File: config.mk
export PLATFORM = sky130hd
export DESIGN_NAME = mdr_access_sequencer
export DESIGN_NICKNAME = d
export VERILOG_FILES = /design/src/rtl/mdr_access_sequencer.sv
export SDC_FILE = /design/constraint.sdc
export NUM_CORES = 1
export LEC_CHECK = 0
export ABC_AREA = 1
export CORE_UTILIZATION = 57
export CTS_BUF_LIST = sky130_fd_sc_hd__clkbuf_4
export DETAILED_ROUTE_END_ITERATION = 8
export PLACE_DENSITY = 0.87
export SLEW_MARGIN = 0
export SYNTH_ARGS = -nofsm -noshare
export SYNTH_HDL_FRONTEND = slang
export SYNTH_SLANG_ARGS = --single-unit
File: constraint.sdc
create_clock -name clk -period 3.3 [get_ports clk]
set_clock_uncertainty 0.05 [all_clocks]
set_input_delay 0.825 -clock clk [delete_from_list [all_inputs] [get_ports clk]]
set_output_delay 0.825 -clock clk [all_outputs]
set_load 0.005 [all_outputs]
File: src/rtl/mdr_access_sequencer.sv
// Control FSM for the 16-bit MDR: sequences S-bus/M-bus loads, memory read/write
// handshakes, MDR bus drive during writes and the wait-state timeout abort.
module mdr_access_sequencer #(
  parameter int TIMEOUT_CYCLES  = 16,
  parameter int WR_SETUP_CYCLES = 1
) (
  input  logic       clk,
  input  logic       rst_n,
  input  logic       rd_req,
  input  logic       wr_req,
  input  logic       s_load,
  input  logic       mem_ack,
  output logic       MMD,
  output logic       SMD,
  output logic       mem_req,
  output logic       mem_we,
  output logic       mdr_drive,
  output logic       busy,
  output logic       done,
  output logic       timeout,
  output logic [2:0] o_dbg_state
);

  localparam int CW = (TIMEOUT_CYCLES > 0) ? $clog2(TIMEOUT_CYCLES + 1) : 1;
  localparam int SW = (WR_SETUP_CYCLES > 1) ? $clog2(WR_SETUP_CYCLES) : 1;
  localparam logic [CW-1:0] TMO_LAST   = CW'(TIMEOUT_CYCLES - 1);
  localparam logic [SW-1:0] SETUP_LAST = SW'(WR_SETUP_CYCLES - 1);

  typedef enum logic [2:0] {
    S_IDLE, S_SLOAD, S_RD_WAIT, S_RD_LATCH,
    S_WR_SETUP, S_WR_WAIT, S_WR_DONE, S_TMO
  } state_t;

  state_t        r_state;
  logic [CW-1:0] r_cnt;
  logic [SW-1:0] r_setup_cnt;
  logic          w_tmo_hit;

  // r_cnt counts completed wait cycles, so it equals TIMEOUT-1 in the last allowed one.
  assign w_tmo_hit   = (TIMEOUT_CYCLES > 0) && (r_cnt == TMO_LAST);
  assign o_dbg_state = r_state;

  always_ff @(posedge clk or negedge rst_n) begin
    if (!rst_n) begin
      r_state     <= S_IDLE;
      r_cnt       <= '0;
      r_setup_cnt <= '0;
      MMD         <= 1'b0;
      SMD         <= 1'b0;
      mem_req     <= 1'b0;
      mem_we      <= 1'b0;
      mdr_drive   <= 1'b0;
      busy        <= 1'b0;
      done        <= 1'b0;
      timeout     <= 1'b0;
    end else begin
      MMD  <= 1'b0;
      SMD  <= 1'b0;
      done <= 1'b0;
      case (r_state)
        S_IDLE: begin
          if (s_load) begin
            r_state <= S_SLOAD;
            SMD     <= 1'b1;
            done    <= 1'b1;
            busy    <= 1'b1;
            timeout <= 1'b0;
          end else if (rd_req) begin
            r_state <= S_RD_WAIT;
            r_cnt   <= '0;
            mem_req <= 1'b1;
            busy    <= 1'b1;
            timeout <= 1'b0;
          end else if (wr_req) begin
            r_state     <= S_WR_SETUP;
            r_setup_cnt <= '0;
            mdr_drive   <= 1'b1;
            busy        <= 1'b1;
            timeout     <= 1'b0;
          end
        end
        S_SLOAD: begin
          r_state <= S_IDLE;
          busy    <= 1'b0;
        end
        S_RD_WAIT: begin
          if (mem_ack) begin
            r_state <= S_RD_LATCH;
            MMD     <= 1'b1;
            done    <= 1'b1;
          end else if (w_tmo_hit) begin
            r_state <= S_TMO;
            mem_req <= 1'b0;
            done    <= 1'b1;
            timeout <= 1'b1;
          end else begin
            r_cnt <= r_cnt + CW'(1);
          end
        end
        S_RD_LATCH: begin
          r_state <= S_IDLE;
          mem_req <= 1'b0;
          busy    <= 1'b0;
        end
        S_WR_SETUP: begin
          if (r_setup_cnt == SETUP_LAST) begin
            r_state <= S_WR_WAIT;
            r_cnt   <= '0;
            mem_req <= 1'b1;
            mem_we  <= 1'b1;
          end else begin
            r_setup_cnt <= r_setup_cnt + SW'(1);
          end
        end
        S_WR_WAIT: begin
          if (mem_ack || w_tmo_hit) begin
            r_state   <= mem_ack ? S_WR_DONE : S_TMO;
            mem_req   <= 1'b0;
            mem_we    <= 1'b0;
            mdr_drive <= 1'b0;
            done      <= 1'b1;
            timeout   <= !mem_ack;
          end else begin
            r_cnt <= r_cnt + CW'(1);
          end
        end
        S_WR_DONE, S_TMO: begin
          r_state <= S_IDLE;
          busy    <= 1'b0;
        end
        default: begin
          r_state   <= S_IDLE;
          mem_req   <= 1'b0;
          mem_we    <= 1'b0;
          mdr_drive <= 1'b0;
          busy      <= 1'b0;
        end
      endcase
    end
  end

endmodule

* Word level (Yosys, flattened, before mapping)
Cells that the tools add are included.
** Storage, ports and cells
- Flip-flop bits (word level) :: 17
- Bits in latches :: 0
- Memory bits (writable) :: 0
- Memory bits (read-only) :: 0
- Input port bits :: 6
- Output and inout bits :: 11
- Memories :: 0
** Operators by class
- $add $sub $neg :: 2
- Multipliers :: 0
- Div/mod/pow operators :: 0
- Magnitude comparators :: 0
- Equality and inequality tests :: 20
- Shift operators :: 0
- Multiplexer cells :: 50
- Bitwise operators :: 0
- Reduce and logical (&&, ||, !) cells :: 19
** Operator list (count)
- 5-bit two-way mux :: 6
- 1-bit two-way mux :: 28
- 3-bit two-way mux :: 7
- 2-bit != test (second input constant) :: 10
- 5-bit one-hot mux with 4 select lines :: 1
- 3-bit one-hot mux with 5 select lines :: 1
- 7-bit AND reduction :: 2
- 3-bit == test (second input constant) :: 4
- 5-bit AND reduction :: 2
- 1-bit one-hot mux with 2 select lines :: 4
- 4-bit AND reduction :: 2
- 2-bit nonzero test :: 4
- 3-bit by 2-bit == test with 1-bit output (second input constant) :: 2
- 1-bit one-hot mux with 3 select lines :: 2
- 5-bit by 1-bit adder with 5-bit output (second input constant) :: 1
- 5-bit by 4-bit == test with 1-bit output (second input constant) :: 1
- 1-bit one-hot mux with 5 select lines :: 1
- 5-bit nonzero test :: 1
- 4-bit != test (second input constant) :: 1
- 4-bit nonzero test :: 1
- 4-bit OR reduction :: 1
- 3-bit by 1-bit == test with 1-bit output (second input constant) :: 1
- 3-bit zero test :: 1
- 3-bit != test (second input constant) :: 1
- other kinds (6) :: 6

* Depth between registers and ports, before layout
- Depth in word-level cells :: 4
- Depth in mapped cells :: 11
- Mapped depth without buffers :: 11

* Worst setup path after synthesis
No wires, ideal clock.
- Kind :: reg2reg
- Start point :: reg r_cnt[0]
- End point :: reg r_cnt[2]
- Library setup time :: 0.117 ns
- Arrival time :: 1.476 ns
- Data required time :: 3.133 ns
- Setup slack :: 1.657 ns
- Cell stages (with the launch flop) :: 11
- Path buffers :: 0
- Clock period less this slack :: 1.643 ns
- Cells stage by stage :: dfrtp_1 ha_1 nand2_1 nor2_1 ha_1 nor2_2 nor2_1 nor2_2 nand2_2 nand2_1 nand2_1
** Between the ends
- Cells in the longest elaborated chain, start to end :: 4
- Elaborated cells on any way between the ends :: 10
- Classes of those cells :: 1 x add/sub; 3 x eq/ne; 4 x mux; 2 x reduce/logical
** Ends and longest elaborated chain
- start: declaration :: line 35 : logic [CW-1:0] r_cnt;
- start signal: assignment :: line 97 : r_cnt <= r_cnt + CW'(1);
- start signal: assignment :: line 124 : r_cnt <= r_cnt + CW'(1);
- 5-bit by 1-bit adder with 5-bit output or 5-bit by 4-bit == test with 1-bit output (tied branches) :: line 97, 124, 40
- 5-bit two-way mux or 1-bit logical OR (tied branches) :: line 91, 116
- 5-bit two-way mux or 2-bit != test (tied branches)
- 5-bit one-hot mux with 4 select lines or 7-bit AND reduction (tied branches)
Parallel ways exist; a longest one is shown, timed or not. The select of a mux whose other input is x is not followed.
A chain may end at the register's enable or synchronous reset.

* Final worst setup path
- Start point :: reg r_state[1], in the netlist o_dbg_state[1]
- End point :: out o_dbg_state[1]
** RTL lines
- start: declaration :: line 34 : state_t r_state;
- start signal: assignment :: line 117 : r_state <= mem_ack ? S_WR_DONE : S_TMO;
- end: declaration :: line 21 : output logic [2:0] o_dbg_state
No word-level cell between the ends.

==> results.md <==
* Outcome: completed
* Share of flip-flops with an asynchronous set or reset at between 90% and 100%
* Hold Path Origin: r_cnt[3]$_DFFE_PN0P_
* Most numerous cell types in the synthesized netlist: nand2_1 (35), dfrtp_1 (16), inv_1 (16), nor2_1 (12)
* Max stage delay on crit path at 0.57 ns
* Gate count of the mapped netlist at 124
* Fin crit period at 2.28 ns
* Cell area after synthesis at 906 um^2
* Share of cells above drive strength 1 at 10.4%
* Type of the most critical hold path: reg -> reg
* Initial antenna violation count at 0
* Proportion of synthesized chip area in sequential cells at between 40 and 50%
* First-pass GRT wire length at 3620 um
* Total placed cells including tap cells at 156
* Number of storage elements in the synthesis netlist at 16
* Area share of the leading cell type in the synthesized netlist at 44.2%
* Main synth FF type: dfrtp_1
* Area of the die at ~0.0018 mm^2
* Worst-path clk slew at 0.10 ns
* Routed via count at slightly below 900
* Total setup violations reported at the end of the flow at 0
* Grt ovf at 0
* Max-capacitance violation count at 0
* Standard-cell rows at 14
* Comb power frac at 52.3%
* Post-synthesis cell type with the largest combined area: dfrtp_1
* Critical path depth at 1
* Residual antenna-violating net count after detailed routing at 0
* CP Launch Point: o_dbg_state[1]$_DFFE_PN0P_
* Synth-to-layout area growth at 22.8%
* Required time at the worst-slack endpoint at approximately 2.4 ns
* Number of buffers created by CTS at 3
* CTS tree: built
* Largest net degree at the start of global routing at 17
* Via count of the first global-routing pass at 853
* Placed wire-length estimate after detailed placement at 1570 um
* Fin. Hold Viols at 0
* Nets in the synthesized netlist at between 100 and 150
* Power Internal at ~510 uW
* Multi-input gate area at 430 um^2
* Pwr Density at 808 mW/mm^2
* Startpoint-to-endpoint class of the critical path: reg -> out
* Horizontal die dimension at between 40 and 50 um
* Final total negative setup slack at 0 ns
* Worst-path maximum fanout at 7
* Register-to-Register Setup Slack at 1.40 ns
* Cell family with most CP delay: buffers and inverters
* Number of search-and-repair iterations in the first detailed-routing pass at 4
* Insertion delay of the later-clocked pin in the worst-skew pair at roughly 0.30 ns
* CP Launch Type: register
* R2r startpoint: r_cnt[0]$_DFFE_PN0P_
* I/O pin total at 17
* Part of the cycle the worst path needs at just under 70%
* Number of flops mapped to enable cells by yosys at 0
* Num Clock Sinks at 16
* Average wire per standard cell at 12.7 um
* Overall Global Routing Usage at 27.8%
* R2R depth at 10
* Port buffer count at 16
* Number of buffer and inverter stages on the critical path at 1
* Vias per inst at between 5 and 6
* Relative slew margins at 53.9%
* Most repeated cell in the gate-level netlist after synthesis: nand2_1
* Power Total at 899 uW
* Max-slew violation count at 0
* Cell types with the largest area share after synthesis: dfrtp_1 (44%), nand2_1 (15%), inv_1 (6.6%)
* Synth cell types at 19
* Combined flip-flop and latch cell area at 400 um^2
* Max H-tree Level at 1
* Syn_area_per_cell at 7.31 um^2
* Static leakage power at 0.592 nW
* Sw Ratio at 43.5%
* Clock group share of total power at 12.4%
* Core region area at 0.00149 mm^2
* Capturing instance or port of the critical path: o_dbg_state[1]
* Number of nets in the final layout at 153
* Root buffer cell: clkbuf_4
* Chip Height at 41.9 um
* Post-route DRC at 0
* Critical register-to-register path endpoint: r_cnt[4]$_DFFE_PN0P_
* Final antenna diode count at 0
* Ordered list of cells on the worst path: clkdlybuf4s50_1
* YS warnings at 0
* Postcts setup bufs at 0
* Sequential power share at 35.3%
* Switching power of the nets at 391 uW
* CTS resizes at 0
* Hold Buf Count CTS at 0
* Placer Congestion at slightly above 0.9
* Post-layout util at 74.7%
* Measured slew at the worst slew-check pin at 0.690 ns
* Cell with the biggest individual delay on the critical path: clkdlybuf4s50_1
* Non-Filler Instances at between 150 and 200
* Drt total wl at 2030 um
* Number of fill cells in the layout at 121
* Initial core utilization at 60.8%
* Number of buffers on the longest clock path at 2
* Arrival time reported for the critical path endpoint at 1.40 ns
* CP endpoint kind: primary output
* Maximum frequency from static timing analysis at 439 MHz
* Maximum resistive drop on vdd at 0.504 mV
* Number of violations reported at the end of detailed-routing iteration 0 at 36
* Setup repair after global routing missed its margin: no
-- layout by cell type (no fill, tap or decap), drive strengths merged --
| master | count |
|---|---|
| nor2 | 15 |
| xnor2 | 1 |
| or2 | 2 |
| nand3 | 10 |
| a21oi | 1 |
| nor3 | 2 |
| nand4 | 3 |
| ha | 2 |
| clkbuf | 3 |
| dfrtp | 16 |
| o21bai | 1 |
| inv | 20 |
| xor2 | 1 |
| clkdlybuf4s50 | 16 |
| nand2 | 38 |
| clkinv | 1 |
| o21ai | 12 |
-- power groups by stage --
stage	sequential, mW	combinational [mW]	clock (mW)
2_1_floorplan	0.316	0.279	0
3_3_place_gp	0.316	0.453	0
3_5_place_dp	0.320	0.469	0
4_1_cts	0.317	0.474	0.108
5_1_grt	0.327	0.533	0.119
6_report	0.318	0.470	0.111
-- how the worst min path moves through the flow --
stage	endpoint	slack, ns	depth (start not counted)
floorplan	r_cnt[3]$_DFFE_PN0P_	0.39	2
global placement	r_cnt[4]$_DFFE_PN0P_	0.40	2
detailed placement	r_cnt[3]$_DFFE_PN0P_	0.42	2
CTS	r_cnt[3]$_DFFE_PN0P_	0.44	2
global route	r_cnt[3]$_DFFE_PN0P_	0.48	2
finish	r_cnt[3]$_DFFE_PN0P_	0.45	2
-- kinds of logic after synthesis --
logic type	Yosys count	synth area share, %
and+or+nand+nor	70	34.8
buffers and inverters	20	8.29
DFF	16	44.2
AOI/OAI and AO/OA	14	8.01
xor gates and xnor gates	2	1.93
adders and majority gates	2	2.76
-- stage by stage --
stage / setup WS [ns] / hold WS, ns / instance area (um^2)
3_3_place_gp: 1.07 / 0.404 / 1090
4_1_cts: 1.04 / 0.444 / 1110
6_report: 1.02 / 0.447 / 1110
2_1_floorplan: 1.66 / 0.392 / 906
5_1_grt: 0.993 / 0.481 / 1110
3_5_place_dp: 1.05 / 0.422 / 1090
-- flip-flops by register name, indices dropped and copies added (netlist names) --
signal and count:
mem_we 1, mem_req 1, done 1, busy 1
r_cnt 5, SMD 1, o_dbg_state 3, timeout 1
mdr_drive 1, MMD 1
-- area by class of cell --
class                           count  area share [%]
Tap cell                           16            1.80
Clock buffer                        3            2.02
Timing Repair Buffer               16            14.4
Multi-Input combinational cell     88            38.7
Inverter                           20            6.75
Sequential cell                    16            36.0
Clock inverter                      1           0.337
-- per-layer routing --
layer  track usage, %  share of wire (%)
met2             47.2                 49
met3             5.22                6.3
met5                0                  0
met1             35.2                 43
met4             9.68                1.6
No activity file was read; power rests on OpenSTA's default activity.
